==> src/rtl/hmmm_loader_if.sv <==
// Byte-stream input and core program-load pins of the hmmm loader.
// master: upstream source / core side; slave: the loader.
interface hmmm_loader_if #(
  parameter int unsigned DATA_W = 16
) ();
  logic [7:0]        rx_data;
  logic              rx_valid;
  logic              rx_ready;
  logic [DATA_W-1:0] io_out;
  logic              io_oe;
  logic              pgrm_addr;
  logic              pgrm_data;
  logic              core_rst;

  modport master (
    output rx_data, rx_valid,
    input  rx_ready, io_out, io_oe, pgrm_addr, pgrm_data, core_rst
  );

  modport slave (
    input  rx_data, rx_valid,
    output rx_ready, io_out, io_oe, pgrm_addr, pgrm_data, core_rst
  );
endinterface

==> src/rtl/hmmm_loader.sv <==
// Program loader for the hmmm core: bytes -> 16-bit words -> core RAM, then a core reset pulse.
// Define HMMM_LOADER_CHECKSUM_EN to require a trailing XOR checksum byte.
module hmmm_loader #(
  parameter int unsigned ADDR_W     = 8,
  parameter int unsigned DATA_W     = 16,
  parameter int unsigned START_ADDR = 0,
  parameter int unsigned RST_CYCLES = 4
) (
  input  logic          clk,
  input  logic          rst,
  hmmm_loader_if.slave  bus,
  output logic          busy,
  output logic          done,
  output logic          err
);

  localparam logic [ADDR_W-1:0] StartAddr = START_ADDR[ADDR_W-1:0];
  localparam logic [7:0]        RstLast   = 8'(RST_CYCLES - 1);

  typedef enum logic [3:0] {
    StIdle, StHi, StLo, StAddr, StData, StChk, StReset, StDone, StError
  } state_e;

  state_e              state_q, state_d;
  logic [8:0]          cnt_q, cnt_d;
  logic [ADDR_W-1:0]   addr_q, addr_d;
  logic [DATA_W-1:0]   word_q, word_d;
  logic [7:0]          rst_cnt_q, rst_cnt_d;
  logic                xfer;
`ifdef HMMM_LOADER_CHECKSUM_EN
  logic [7:0]          xsum_q, xsum_d;
`endif

  assign xfer = bus.rx_valid & bus.rx_ready;

  always_comb begin
    state_d   = state_q;
    cnt_d     = cnt_q;
    addr_d    = addr_q;
    word_d    = word_q;
    rst_cnt_d = rst_cnt_q;
`ifdef HMMM_LOADER_CHECKSUM_EN
    xsum_d    = xsum_q;
`endif
    unique case (state_q)
      StIdle, StDone, StError: begin
        if (xfer) begin
          // A count byte of zero stands for 256 words.
          cnt_d   = (bus.rx_data == 8'd0) ? 9'd256 : {1'b0, bus.rx_data};
          addr_d  = StartAddr;
          state_d = StHi;
`ifdef HMMM_LOADER_CHECKSUM_EN
          xsum_d  = 8'd0;
`endif
        end
      end
      StHi: begin
        if (xfer) begin
          word_d[15:8] = bus.rx_data;
          state_d      = StLo;
`ifdef HMMM_LOADER_CHECKSUM_EN
          xsum_d       = xsum_q ^ bus.rx_data;
`endif
        end
      end
      StLo: begin
        if (xfer) begin
          word_d[7:0] = bus.rx_data;
          state_d     = StAddr;
`ifdef HMMM_LOADER_CHECKSUM_EN
          xsum_d      = xsum_q ^ bus.rx_data;
`endif
        end
      end
      StAddr: state_d = StData;
      StData: begin
        addr_d    = addr_q + 1'b1;
        cnt_d     = cnt_q - 9'd1;
        rst_cnt_d = 8'd0;
        if (cnt_q == 9'd1) begin
`ifdef HMMM_LOADER_CHECKSUM_EN
          state_d = StChk;
`else
          state_d = StReset;
`endif
        end else begin
          state_d = StHi;
        end
      end
`ifdef HMMM_LOADER_CHECKSUM_EN
      StChk: begin
        if (xfer) begin
          state_d = (bus.rx_data == xsum_q) ? StReset : StError;
        end
      end
`endif
      StReset: begin
        if (rst_cnt_q == RstLast) begin
          state_d = StDone;
        end else begin
          rst_cnt_d = rst_cnt_q + 8'd1;
        end
      end
      default: state_d = StIdle;
    endcase
  end

  // Outputs are decoded from the next state so they line up with the state register.
  always_ff @(posedge clk or negedge rst) begin
    if (!rst) begin
      state_q       <= StIdle;
      cnt_q         <= '0;
      addr_q        <= '0;
      word_q        <= '0;
      rst_cnt_q     <= '0;
      bus.rx_ready  <= 1'b0;
      bus.io_out    <= '0;
      bus.io_oe     <= 1'b0;
      bus.pgrm_addr <= 1'b0;
      bus.pgrm_data <= 1'b0;
      bus.core_rst  <= 1'b0;
      busy          <= 1'b0;
      done          <= 1'b0;
    end else begin
      state_q       <= state_d;
      cnt_q         <= cnt_d;
      addr_q        <= addr_d;
      word_q        <= word_d;
      rst_cnt_q     <= rst_cnt_d;
      bus.rx_ready  <= state_d inside {StIdle, StHi, StLo, StChk, StDone, StError};
      bus.io_oe     <= state_d inside {StAddr, StData};
      bus.pgrm_addr <= (state_d == StAddr);
      bus.pgrm_data <= (state_d == StData);
      bus.core_rst  <= (state_d == StReset);
      busy          <= !(state_d inside {StIdle, StDone, StError});
      done          <= (state_d == StDone);
      if (state_d == StAddr) begin
        bus.io_out <= {{(DATA_W-ADDR_W){1'b0}}, addr_d};
      end else if (state_d == StData) begin
        bus.io_out <= word_d;
      end else begin
        bus.io_out <= '0;
      end
    end
  end

`ifdef HMMM_LOADER_CHECKSUM_EN
  always_ff @(posedge clk or negedge rst) begin
    if (!rst) begin
      xsum_q <= '0;
      err    <= 1'b0;
    end else begin
      xsum_q <= xsum_d;
      err    <= (state_d == StError);
    end
  end
`else
  assign err = 1'b0;
`endif

endmodule
==> src/flat_wrapper.sv <==
// flat-port wrapper written by rule: the top's interface ports become plain ports
module hmmm_loader_flat 
#(
  parameter int unsigned ADDR_W     = 8,
  parameter int unsigned DATA_W     = 16,
  parameter int unsigned START_ADDR = 0,
  parameter int unsigned RST_CYCLES = 4
)
  (clk, rst, busy, done, err, bus_rx_data, bus_rx_valid, bus_rx_ready, bus_io_out, bus_io_oe, bus_pgrm_addr, bus_pgrm_data, bus_core_rst);
  hmmm_loader_if #(.DATA_W(DATA_W)) bus_i ();
  input  logic clk;
  input  logic rst;
  output logic busy;
  output logic done;
  output logic err;
  input wire logic [$bits(bus_i.rx_data)-1:0] bus_rx_data;
  input wire logic [$bits(bus_i.rx_valid)-1:0] bus_rx_valid;
  output wire logic [$bits(bus_i.rx_ready)-1:0] bus_rx_ready;
  output wire logic [$bits(bus_i.io_out)-1:0] bus_io_out;
  output wire logic [$bits(bus_i.io_oe)-1:0] bus_io_oe;
  output wire logic [$bits(bus_i.pgrm_addr)-1:0] bus_pgrm_addr;
  output wire logic [$bits(bus_i.pgrm_data)-1:0] bus_pgrm_data;
  output wire logic [$bits(bus_i.core_rst)-1:0] bus_core_rst;
  assign bus_i.rx_data = bus_rx_data;
  assign bus_i.rx_valid = bus_rx_valid;
  assign bus_rx_ready = bus_i.rx_ready;
  assign bus_io_out = bus_i.io_out;
  assign bus_io_oe = bus_i.io_oe;
  assign bus_pgrm_addr = bus_i.pgrm_addr;
  assign bus_pgrm_data = bus_i.pgrm_data;
  assign bus_core_rst = bus_i.core_rst;
  hmmm_loader #(.ADDR_W(ADDR_W), .DATA_W(DATA_W), .START_ADDR(START_ADDR), .RST_CYCLES(RST_CYCLES)) u_core (.clk(clk), .rst(rst), .bus(bus_i), .busy(busy), .done(done), .err(err));
endmodule
==> config.mk <==
export PLATFORM = sky130hd
export DESIGN_NAME = hmmm_loader_flat
export DESIGN_NICKNAME = d
export VERILOG_FILES = /design/src/rtl/hmmm_loader_if.sv /design/src/rtl/hmmm_loader.sv /design/src/flat_wrapper.sv
export SDC_FILE = /design/constraint.sdc
export NUM_CORES = 1
export LEC_CHECK = 0
export ABC_AREA = 1
export BUFFER_PORTS_ARGS = -buffer_cell sky130_fd_sc_hd__buf_2
export CAP_MARGIN = 20
export CORE_UTILIZATION = 61
export CTS_BUF_LIST = sky130_fd_sc_hd__clkbuf_8
export DETAILED_ROUTE_END_ITERATION = 10
export PLACE_DENSITY = 0.88
export SLEW_MARGIN = 25
export SYNTH_ARGS = -nofsm -noshare
export SYNTH_HDL_FRONTEND = slang
export SYNTH_SLANG_ARGS = --single-unit
==> constraint.sdc <==
create_clock -name clk -period 1.82 [get_ports clk]
set_input_delay 0.091 -clock clk [delete_from_list [all_inputs] [get_ports clk]]
set_output_delay 0.091 -clock clk [all_outputs]
set_load 0.03 [all_outputs]
# Yosys cells after proc, flatten, opt, wreduce, memory -nomap -nowiden
# Index checks and enable logic that the tools add are counted.
# Widths: inputs -> output; s select.
# classes
addsub	3
eq_ne	19
muxes	19
n_bitwise	1
n_reduce_logical	12
# op_table
cell	n
$mux 8	6
$mux 16	2
$pmux 8 s2	2
$eq 4x3->1 const B	7
$pmux 4 s6	1
$mux 9	2
$pmux 9 s2	1
$add 8x1->8 const B	2
$eq 4x2->1 const B	4
$mux 4	4
$eq 9x1->1 const B	1
$sub 9x1->9 const B	1
$eq 4x1->1 const B	2
$eq 4x4->1 const B	2
$eq 8x2->1 const B	1
$logic_not 4->1	2
$logic_not 8->1	1
$reduce_bool 2->1	3
$reduce_bool 6->1	1
$reduce_and 2->1	2
$mux 3	1
$reduce_bool 3->1	1
$reduce_or 3->1	1
$ne 2x1->1 const B	1
3 further kinds	3
# word_totals
reg_bits	68
in_bits	11
out_inout_bits	24
elab_cells	67

# Depth between registers and ports, before layout
# depth
word_depth	6
mapped_depth	11
ltp_nobuf	11

# Worst setup path after synthesis
# Ideal clock, no wire load.
# synth_timing
kind	flip-flop to flip-flop
startpoint	register u_core.bus.rx_ready
endpoint	register u_core.busy
setup_time_ps	117
t_arrival_ps	1423
slack_ps	280
stages_incl_launch_ff	10
n_path_buf	0
period_less_slack_ps	1540
cell_sequence	dfrtp_1 nand2_2 inv_1 nand3_1 nand3_1 inv_1 nand3_2 nand3_2 nand2_1 nor2_1
# synth_via
elab_chain_len	6
elab_cells_between_ends	10
cone_classes	2 x eq/ne; 4 x mux; 1 x bitwise; 3 x reduce/logical
# synth_rtl
element	line	text
start: declaration	hmmm_loader_if.sv:22	output rx_ready, io_out, io_oe, pgrm_addr, pgrm_data, core_rst
start signal: assignment	hmmm_loader.sv:130	bus.rx_ready <= state_d inside {StIdle, StHi, StLo, StChk, StDone, StError};
$and 1x1->1 (*)	hmmm_loader.sv:34	assign xfer = bus.rx_valid & bus.rx_ready;
$mux 4, on equally long branches	hmmm_loader.sv:67, hmmm_loader.sv:47, hmmm_loader.sv:58	
$pmux 4 s6 (*)	hmmm_loader.sv:45	unique case (state_q)
net u_core.state_d[1]	hmmm_loader.sv:24	state_e state_q, state_d;
$eq 4x3->1 (tied with other cells)	hmmm_loader.sv:135	busy <= !(state_d inside {StIdle, StDone, StError});
$reduce_bool 3->1 (*)	hmmm_loader.sv:135	
$logic_not 1->1 (*)	hmmm_loader.sv:135	
end signal: assignment	hmmm_loader.sv:135	
end: declaration	hmmm_loader.sv:12	output logic busy,
# Mark *: on every way through the listed nets, which the timed path passes. The rest lies on a longest branch.
# A chain may end at the register's enable or synchronous reset.

# Final worst setup path
# layout_timing
startpoint	register u_core.state_q[3]
endpoint	register u_core.bus.rx_ready
# layout_via
elab_chain_len	5
elab_cells_between_ends	21
cone_classes	12 x eq/ne; 5 x mux; 4 x reduce/logical
# layout_rtl
element	line	text
start: declaration	hmmm_loader.sv:24	
start signal: assignment	hmmm_loader.sv:111	state_q <= StIdle;
start signal: assignment	hmmm_loader.sv:125	state_q <= state_d;
$eq 4x3->1 (tied with other cells)	hmmm_loader.sv:45	
$reduce_or 3->1	hmmm_loader.sv:45	
$pmux 4 s6 (*)	hmmm_loader.sv:45	
net u_core.state_d[0]	hmmm_loader.sv:24	
$eq 4x1->1 (tied with other cells)	hmmm_loader.sv:130	
$reduce_bool 6->1 (*)	hmmm_loader.sv:130	
# Marked as above.

==> results.json <==
{
  "critPathMaxFanout": 19,
  "area_growth_syn_to_layout_pct": 14.3,
  "ys_ff_latch": 68,
  "cp.arrival_ns": 1.91,
  "worst_setup_path_start_kind": "flop",
  "clockRootBuffer": "clkbuf_8",
  "cts-buffers-inserted": 9,
  "finalMaxSlewViolations": 0,
  "drc": 0,
  "min_path_type": "input port to flop",
  "synthTopCellsByArea": "dfrtp_1 (52%), nand2_1 (12%), inv_1 (4.7%)",
  "cpPeakStageDelay_ns": 0.44,
  "cts_sinks": 68,
  "clock_power_share_pct": 22.9,
  "dp_hpwl_mm": 4.81,
  "initialDrtViolationCount": 185,
  "wl_met3_um": 439,
  "rsz0062_at_grt": "false",
  "firstDrtPassIters": 4,
  "cp_data_required_time_ns": 2.06,
  "tns_ns": 0,
  "synth_top_area_share_pct": 52.1,
  "min_period_over_period_pct": 91.8,
  "synth_nets": 396,
  "grt_pass1_vias": 2601,
  "synth_ff_type": "dfrtp_1",
  "switching_share_pct": 41.1,
  "routed.top_layer": "met4",
  "maxCapViolCount": 0,
  "cpLargestDelayFamily": "simple AND/OR/NAND/NOR gates",
  "wl_mm": 7.04,
  "ys_types": 39,
  "yosysMostFrequentCell": "nand2_1",
  "period_needed_ns": 1.67,
  "leakage_nw": 1.99,
  "place_congestion": 0.908,
  "grt_antenna_before_repair": 0,
  "synth_top_cell_by_area": "dfrtp_1",
  "clock_latency_ns": 0.36,
  "pwr-share-comb_pct": 36.9,
  "max_freq_mhz": 599,
  "die_h_um": 75.1,
  "clk_pin_slew_worst_paths_ns": 0.08,
  "dieArea_um2": 5650,
  "finalPower_mw": 5.44,
  "diodes": 0,
  "peakVddDrop_mv": 0.846,
  "clockBufferDepth": 2,
  "nets": 438,
  "cpMostUsedCell": "nand2_1",
  "grtUsageTotal_pct": 27.9,
  "htree_num_levels": 3,
  "fin_skew_ns": 0.00666,
  "worstSetupEndpointType": "flop",
  "netlist_instances": 381,
  "slowest_stage": "dfrtp_1",
  "antenna_left": 0,
  "num_vias": 2753,
  "drive_gt1_share_pct": 20.8,
  "syn-cell-area_um2": 3260,
  "synth.avg_cell_area_um2": 8.56,
  "layoutNonFillerInstCount": 498,
  "die_x_um": 75.1,
  "rows": 26,
  "via_per_inst": 5.53,
  "ys_seq_area_share_pct": 52.1,
  "synth_edf_count": 0,
  "grt_overflow": 0,
  "hold_viol_final": 0,
  "cts_tree": "yes",
  "crit_path_cell_trace": "inv_2 > nand2_1 > nor2_2 > buf_4 > o21ai_1 > nand3_1 > nand2_1 > nand2_1 > nand3_1",
  "routedWlPerCell_um": 14.1,
  "p_seq_share_pct": 40.1,
  "critPathKind": "flop to flop",
  "status": "completed",
  "portBuffers": 33,
  "dp.cells": 481,
  "wl_met1_mm": 2.80,
  "core_area_um2": 5140,
  "setup_viol": 0,
  "async_flop_share_pct": 100,
  "cp_num_buf_inv": 2,
  "io-pin-count": 35,
  "p_sw_mw": 2.24,
  "ys_warn_count": 0,
  "grt_pass1_wl_mm": 11.5,
  "wl_met2_mm": 3.56,
  "grt_max_degree": 69,
  "synth_common_cells": "nand2_1 (103), dfrtp_1 (68), inv_1 (41)",
  "start_util_pct": 63.5,
  "cell_internal_pwr_mw": 3.20,
  "powerDensity_nw_per_um2": 1460
}
-- layer usage --
metal | global-route usage [%] | vias to the layer above
met5 | 0 | -
met4 | 16.5 | 0
met3 | 6.56 | 29
met2 | 46.2 | 114
met1 | 33.4 | 1301
li1 | - | 1309
-- cell type report --
class	count	area (um2)
Clock buffer	9	124
Clock inverter	7	77.6
Fill cell	377	1410
Inverter	46	173
Multi-Input combinational cell	257	1330
Sequential cell	68	1700
Tap cell	70	87.6
Timing Repair Buffer	41	240
-- tightest hold or removal path, delay by kind of cell --
family,cells,cell delay [ns]
simple gates,2,0.13
buf+inv,1,0.12
-- per-stage QoR --
stage               hold slack, ns  area (um2)  setup slack [ns]  util, %
floorplan                   -0.205        3260             0.280        -
global placement             0.137        3510             0.243     68.3
detailed placement           0.137        3510             0.175     68.3
CTS                        0.00445        3720             0.156     72.4
global route                0.0389        3730           0.00616     72.5
finish                      0.0199        3730             0.150     72.5
-- logic make-up (layout without fill, tap and decap cells) --
family / count (synthesis) / count (layout) / synth area share (%)
xor+xnor: 6 / 6 / 1.61
simple gates: 192 / 192 / 27.1
other cells: 1 / 1 / 0.115
compound gates: 54 / 54 / 10.0
flops: 68 / 68 / 52.1
fa+ha+maj: 4 / 4 / 1.53
buf+inv: 56 / 103 / 7.48
-- final timing paths --
check / start / end / slack [ns] / cells after the start
worst max-delay path: u_core.state_q[3]$_DFF_PN0_ / u_core.bus.rx_ready$_DFF_PN0_ / 0.15 / 9
worst min-delay path: bus_rx_data[7] / u_core.word_q[7]$_DFF_PN0_ / 0.02 / 3
worst max register to register: u_core.state_q[3]$_DFF_PN0_ / u_core.bus.rx_ready$_DFF_PN0_ / 0.15 / 9
worst min register to register: u_core.word_q[13]$_DFF_PN0_ / u_core.word_q[13]$_DFF_PN0_ / 0.49 / 2
max in group asynchronous: rst / u_core.cnt_q[8]$_DFFE_PN0P_ / 1.26 / 3
min in group asynchronous: rst / u_core.state_q[3]$_DFF_PN0_ / 0.27 / 3
-- timing repair --
action	in CTS	in global routing
buffers inserted	0	0
hold buffers	1	0
gates resized for setup	0	2
endpoints found under the setup margin	0	2
hold endpoints to repair	68	0
-- power groups by stage --
| stage | clock network [mW] | logic (mW) | registers [mW] |
|---|---|---|---|
| 3_5_place_dp | 0 | 1.97 | 2.19 |
| 3_3_place_gp | 0 | 1.89 | 2.18 |
| 4_1_cts | 1.26 | 1.99 | 2.17 |
| 6_report | 1.25 | 2.01 | 2.19 |
| 5_1_grt | 1.31 | 2.24 | 2.23 |
| 2_1_floorplan | 0 | 1.33 | 2.35 |
-- flip-flops by register name (all words and copies together) (netlist names), 4 cells and up --
signal / flops
u_core.word_q: 16
u_core.cnt_q: 9
u_core.state_q: 4
u_core.rst_cnt_q: 8
u_core.addr_q: 8
u_core.bus.io_out: 16
-- cell usage in the layout (no fill, tap or decap), types with 4 or more instances in the layout --
cell,count
nand2_2,4
o21ai_0,23
clkbuf_8,9
buf_2,33
nor3_1,4
nor2_4,4
buf_4,6
ha_1,4
nand2_1,103
nand4_1,4
xor2_1,4
o21ai_1,6
o21ai_2,4
nand3_1,22
clkinv_4,4
inv_2,5
inv_1,41
nor2_2,4
dfrtp_1,68
o22ai_1,5
a21oi_1,4
nand3_2,4
nor2_1,33
Power figures use the tool's default switching activity.
